### src/rtl/pucch_pkg.sv
// Shared types and constants for the PUCCH format 0/1 cyclic-shift datapath.
package pucch_pkg;

  localparam int unsigned POINT_SZ = 16;
  localparam int unsigned ANGLE_SZ = 34;
  localparam int unsigned NSC_PRB  = 12;

  typedef logic signed [POINT_SZ-1:0] sfix16_en15_t;
  typedef logic signed [ANGLE_SZ-1:0] sfix34_en30_t;

  // round(pi/6 * 2^30)
  localparam sfix34_en30_t PI6_SFIX34_EN30 = 34'sd562209904;

  typedef logic [1:0] state_t;
  localparam state_t StIdle  = 2'd0;
  localparam state_t StLoad  = 2'd1;
  localparam state_t StIssue = 2'd2;
  localparam state_t StWait  = 2'd3;

  // -(-1.0) has no representation; clamp to the largest positive value.
  function automatic sfix16_en15_t sat_neg(input sfix16_en15_t x);
    if (x == 16'sh8000) return 16'sh7fff;
    return -x;
  endfunction

endpackage

### src/rtl/quad_prerot.sv
// Exact rotation of a complex sample by q quarter turns using swap/negate.
module quad_prerot
  import pucch_pkg::*;
(
  input  sfix16_en15_t re,
  input  sfix16_en15_t im,
  input  logic [1:0]   q,
  output sfix16_en15_t rot_re,
  output sfix16_en15_t rot_im
);

  always_comb begin
    rot_re = re;
    rot_im = im;
    unique case (q)
      2'd0: begin rot_re = re;          rot_im = im;          end
      2'd1: begin rot_re = sat_neg(im); rot_im = re;          end
      2'd2: begin rot_re = sat_neg(re); rot_im = sat_neg(im); end
      2'd3: begin rot_re = im;          rot_im = sat_neg(re); end
    endcase
  end

endmodule

### src/rtl/cs_phase_prerot.sv
// Cyclic-shift phase pre-rotation: quarter turns applied exactly, the residual
// +/-pi/6 handed to the CORDIC rotator one sample at a time.
module cs_phase_prerot
  import pucch_pkg::*;
#(
  parameter int unsigned NSC = NSC_PRB
) (
  input  logic                clk,
  input  logic                rst_n,
  input  logic                i_start,
  input  logic [3:0]          i_cs,
  input  logic [POINT_SZ-1:0] s_re,
  input  logic [POINT_SZ-1:0] s_im,
  input  logic                s_valid,
  output logic                s_ready,
  input  logic                i_rot_done,
  output logic [POINT_SZ-1:0] o_re,
  output logic [POINT_SZ-1:0] o_im,
  output logic [ANGLE_SZ-1:0] o_angle,
  output logic                o_en,
  output logic [3:0]          o_sc_idx,
  output logic                o_busy,
  output logic                o_done,
  output logic                o_err
);

  state_t       state_q;
  logic [3:0]   n_q, k_q, cs_q, idx_q;
  logic         first_q, done_q, err_q;
  sfix16_en15_t re_q, im_q, rot_re, rot_im;
  sfix34_en30_t angle_q, res_angle;
  logic [1:0]   q_sel;
  logic [4:0]   k_sum;
  logic [3:0]   k_next;

  // k in 0..11 -> nearest quarter turn plus residual of -1, 0 or +1 twelfths.
  always_comb begin
    q_sel     = 2'd0;
    res_angle = '0;
    case (k_q)
      4'd1:  begin q_sel = 2'd0; res_angle = PI6_SFIX34_EN30;  end
      4'd2:  begin q_sel = 2'd1; res_angle = -PI6_SFIX34_EN30; end
      4'd3:  begin q_sel = 2'd1;                               end
      4'd4:  begin q_sel = 2'd1; res_angle = PI6_SFIX34_EN30;  end
      4'd5:  begin q_sel = 2'd2; res_angle = -PI6_SFIX34_EN30; end
      4'd6:  begin q_sel = 2'd2;                               end
      4'd7:  begin q_sel = 2'd2; res_angle = PI6_SFIX34_EN30;  end
      4'd8:  begin q_sel = 2'd3; res_angle = -PI6_SFIX34_EN30; end
      4'd9:  begin q_sel = 2'd3;                               end
      4'd10: begin q_sel = 2'd3; res_angle = PI6_SFIX34_EN30;  end
      4'd11: begin q_sel = 2'd0; res_angle = -PI6_SFIX34_EN30; end
      default: ;
    endcase
  end

  assign k_sum  = {1'b0, k_q} + {1'b0, cs_q};
  assign k_next = (k_sum >= 5'd12) ? 4'(k_sum - 5'd12) : k_sum[3:0];

  quad_prerot u_quad (
    .re     (s_re),
    .im     (s_im),
    .q      (q_sel),
    .rot_re (rot_re),
    .rot_im (rot_im)
  );

  always_ff @(posedge clk) begin
    if (!rst_n) begin
      state_q <= StIdle;
      n_q     <= '0;
      k_q     <= '0;
      cs_q    <= '0;
      idx_q   <= '0;
      first_q <= 1'b0;
      done_q  <= 1'b0;
      err_q   <= 1'b0;
      re_q    <= '0;
      im_q    <= '0;
      angle_q <= '0;
    end else begin
      done_q <= 1'b0;
      err_q  <= 1'b0;
      case (state_q)
        StIdle: begin
          if (i_start) begin
            if (i_cs <= 4'd11) begin
              cs_q    <= i_cs;
              n_q     <= '0;
              k_q     <= '0;
              state_q <= StLoad;
            end else begin
              err_q <= 1'b1;
            end
          end
        end
        StLoad: begin
          if (s_valid) begin
            re_q    <= rot_re;
            im_q    <= rot_im;
            angle_q <= res_angle;
            idx_q   <= n_q;
            state_q <= StIssue;
          end
        end
        StIssue: begin
          first_q <= 1'b1;
          state_q <= StWait;
        end
        StWait: begin
          // The rotator's done from the previous sample may still be high here.
          if (first_q) begin
            first_q <= 1'b0;
          end else if (i_rot_done) begin
            if (n_q == 4'(NSC - 1)) begin
              done_q  <= 1'b1;
              state_q <= StIdle;
            end else begin
              n_q     <= n_q + 4'd1;
              k_q     <= k_next;
              state_q <= StLoad;
            end
          end
        end
        default: state_q <= StIdle;
      endcase
    end
  end

  assign s_ready  = (state_q == StLoad);
  assign o_en     = (state_q == StIssue);
  assign o_busy   = (state_q != StIdle);
  assign o_done   = done_q;
  assign o_err    = err_q;
  assign o_re     = re_q;
  assign o_im     = im_q;
  assign o_angle  = angle_q;
  assign o_sc_idx = idx_q;

endmodule

### config.mk
export PLATFORM = sky130hd
export DESIGN_NAME = cs_phase_prerot
export DESIGN_NICKNAME = d
export VERILOG_FILES = /design/src/rtl/pucch_pkg.sv /design/src/rtl/quad_prerot.sv /design/src/rtl/cs_phase_prerot.sv
export SDC_FILE = /design/constraint.sdc
export NUM_CORES = 1
export LEC_CHECK = 0
export ABC_CLOCK_PERIOD_IN_PS = 4800
export BUFFER_PORTS_ARGS = -buffer_cell sky130_fd_sc_hd__buf_2
export CAP_MARGIN = 5
export CORE_MARGIN = 8
export CORE_UTILIZATION = 60
export CTS_BUF_LIST = sky130_fd_sc_hd__clkbuf_4
export DETAILED_ROUTE_END_ITERATION = 8
export GPL_TIMING_DRIVEN = 1
export PLACE_DENSITY = 0.89
export SYNTH_ARGS = -nofsm -noshare
export SYNTH_HDL_FRONTEND = slang
export SYNTH_SLANG_ARGS = --single-unit
### constraint.sdc
create_clock -name clk -period 4.8 [get_ports clk]
set_clock_uncertainty 0.2 [all_clocks]
set_input_delay 0.24 -clock clk [delete_from_list [all_inputs] [get_ports clk]]
set_output_delay 0.24 -clock clk [all_outputs]
set_load 0.1 [all_outputs]
==> results.ini <==
[cts]
cts-root-buf = clkbuf_4
clock_latency_ps = 400
postCtsSetupBuffers = 0
ctsHoldBuffers = 8
path_clk_slew_ps = 180
cts_sinks = 56
cts_resized = 0
tritoncts = done
clockBufferDepth = 2
numCtsBuffers = 5
h-tree-depth = 2

[sta]
fmax_ghz = 0.3348
layout_setup_ws_ps = 1813
period_needed_ps = 2987
finalMaxSlewViolations = 0
worst_slew_pin_slew_ps = 1198
setup_viol = 0
finalCritPeriodShare_pct = 62.23
fin_setup_tns_ps = 0
max-slew-margin-rel_pct = 19.53
rsz0062_at_grt = false
final-hold-violation-count = 0

[worst_setup_path]
arrival_ps = 3100
cp_slowest_cell = nor4b_4
worstPathRequired_ps = 4910
critPathMaxStageDelay_ps = 890
worstSetupPathType = input port to flip-flop
crit_chain = dlygate4sd3_1 -> buf_2 -> nor3b_1 -> nor4b_4 -> or4b_1 -> mux2i_1 -> a221oi_1 -> nor3_2
path_max_fanout = 18
end_kind = flip-flop
cp-start-kind = input port

[drt]
post_drt_wl_per_cell_um = 18.45
ant_nets = 0
num_vias = 4822
first_iter_violations = 488
via_per_inst = 6.361
drc = 0
drt_wl_total_mm = 13.98
first_pass_iters = 5

[floorplanning]
pin_count = 116
fp.coreArea_sq_mm = 0.007176
die_h_um = 101.4
start_util_pct = 60.98
dieArea_sq_mm = 0.01028
rows = 31
die_x_um = 101.4

[synth]
async_flop_share_pct = 0
syn-cell-area_sq_mm = 0.004375
ys_seq_area_share_pct = 25.62
synth_edf_count = 0
synth-seq-cells = 56
syn_inst = 601
synth_ff_type = dfxtp_1
syn-mean-instance-area_sq_um = 7.280
synth_cell_types = 63
yosys_warnings = 0

[final_layout]
fin_cells = 758
areaGrowthSynthToFinish_pct = 10.61
mostFrequentLayoutCells = buf_2 (111), o21ai_0 (75), nand2_1 (56), dfxtp_1 (56), nor2_1 (44)
final_common_cell = buf_2
drive_gt1_share_pct = 20.79
utilization_pct = 67.45
fin_nets = 712
antenna_cells = 0

[flow_run]
maxCapViolCount = 0

[global_route]
antenna_found_initial = 0
overflow = 0
grt_max_degree = 37
grt_usage_pct = 26.65
grt_first_pass_wirelength_mm = 22.20
grt_pass1_vias = 4574

[status]
outcome = finished clean

[placed_design]
dp_slack_ps = 1563
dp_hpwl_mm = 9.911
port_buffers = 111
routabilityCongestion = 0.9728
dp.cells = 742

[min_path]
hp-class = input port to flip-flop

[power_and_ir_drop]
leakagePower_nw = 2.087
powerDensity_mw_per_mm2 = 473.2
peakVddDrop_uv = 269.6

[sequential cells by signal, indices dropped and copies added, names as in the netlist]
register and cells:
k_q 4, o_re 16, first_q 1, o_err 1, n_q 4, o_angle 3
cs_q 4, o_sc_idx 4, o_done 1, o_im 16, state_q 2
[worst paths after layout]
| kind | depth (start not counted) | endpoint | startpoint | slack [ps] |
|---|---|---|---|---|
| worst max-delay path | 8 | o_re[15]$_SDFFE_PN0P_ | s_re[15] | 1810 |
| worst min-delay path | 3 | o_re[9]$_SDFFE_PN0P_ | s_re[9] | 30 |
| worst max register to register | 9 | k_q[3]$_SDFFE_PN0P_ | k_q[1]$_SDFFE_PN0P_ | 1900 |
| worst min register to register | 2 | o_sc_idx[0]$_SDFFE_PN0P_ | o_sc_idx[0]$_SDFFE_PN0P_ | 270 |
[metrics by stage]
| stage | power [mW] | hold slack, ps | instance area [sq um] |
|---|---|---|---|
| detailed placement | 2.055 | 236.4 | 4700 |
| global placement | 2.034 | 228.6 | 4700 |
| floorplan | 1.892 | 174.4 | 4387 |
| CTS | 2.283 | 22.94 | 4840 |
| finish | 2.290 | 30.89 | 4840 |
| global route | 2.378 | 44.33 | 4840 |
[critical path, delay by kind of cell]
kind | cells | cell delay (ps)
muxes | 1 | 80
buffers and inverters | 2 | 730
AOI/OAI and AO/OA | 1 | 360
and+or+nand+nor | 4 | 1700
[logic make-up (layout without fill, tap and decap cells)]
family / after synthesis / in the layout / synth area share [%]
flip-flops: 56 / 56 / 25.62
adder cells (fa/ha/maj): 13 / 13 / 3.889
buffers and inverters: 95 / 150 / 11.18
multiplexers: 14 / 14 / 3.203
AO/OA/AOI/OAI: 202 / 202 / 28.88
other: 1 / 4 / 0.08571
XOR/XNOR: 21 / 21 / 4.204
AND/OR/NAND/NOR: 199 / 199 / 22.93
[Yosys cell counts (12+ instances only)]
cell type  count  area (sq um)
a211oi_1      12         90.09
a21oi_1       39         195.2
a221oi_1      14         122.6
buf_4         32         240.2
clkbuf_1      41         153.9
dfxtp_1       56          1121
ha_1          12         150.1
inv_1         15         56.30
mux2i_1       14         140.1
nand2_1       56         210.2
nor2_1        45         168.9
nor3_1        39         195.2
o21ai_0       75         375.4
xnor2_1       14         122.6
[where the power goes]
part / internal [mW] / switching [mW] / leakage (nW)
Clock: 0.0597 / 0.171 / 0.0356
Sequential: 0.539 / 0.0601 / 0.455
Combinational: 0.232 / 1.23 / 1.60
[routing by layer]
| metal | track usage [%] | share of wire, % | wire, um | vias to the layer above |
|---|---|---|---|---|
| met1 | 33.20 | 40 | 5612 | 2204 |
| met5 | 0 | 0 | 0 | - |
| met2 | 43.47 | 46 | 6447 | 313 |
| li1 | - | - | - | 2272 |
| met3 | 6.186 | 11 | 1583 | 33 |
| met4 | 10.19 | 2.4 | 340 | 0 |
[final cells by class]
class | instances | area, sq um
multi-input combinational | 453 | 2783
fill | 617 | 2336
sequential | 56 | 1121
timing repair buffer | 127 | 695.7
tap | 99 | 123.9
inverter | 15 | 56.30
clock buffer | 5 | 37.54
clock inverter | 3 | 22.52
(Power assumes the default switching activity.)
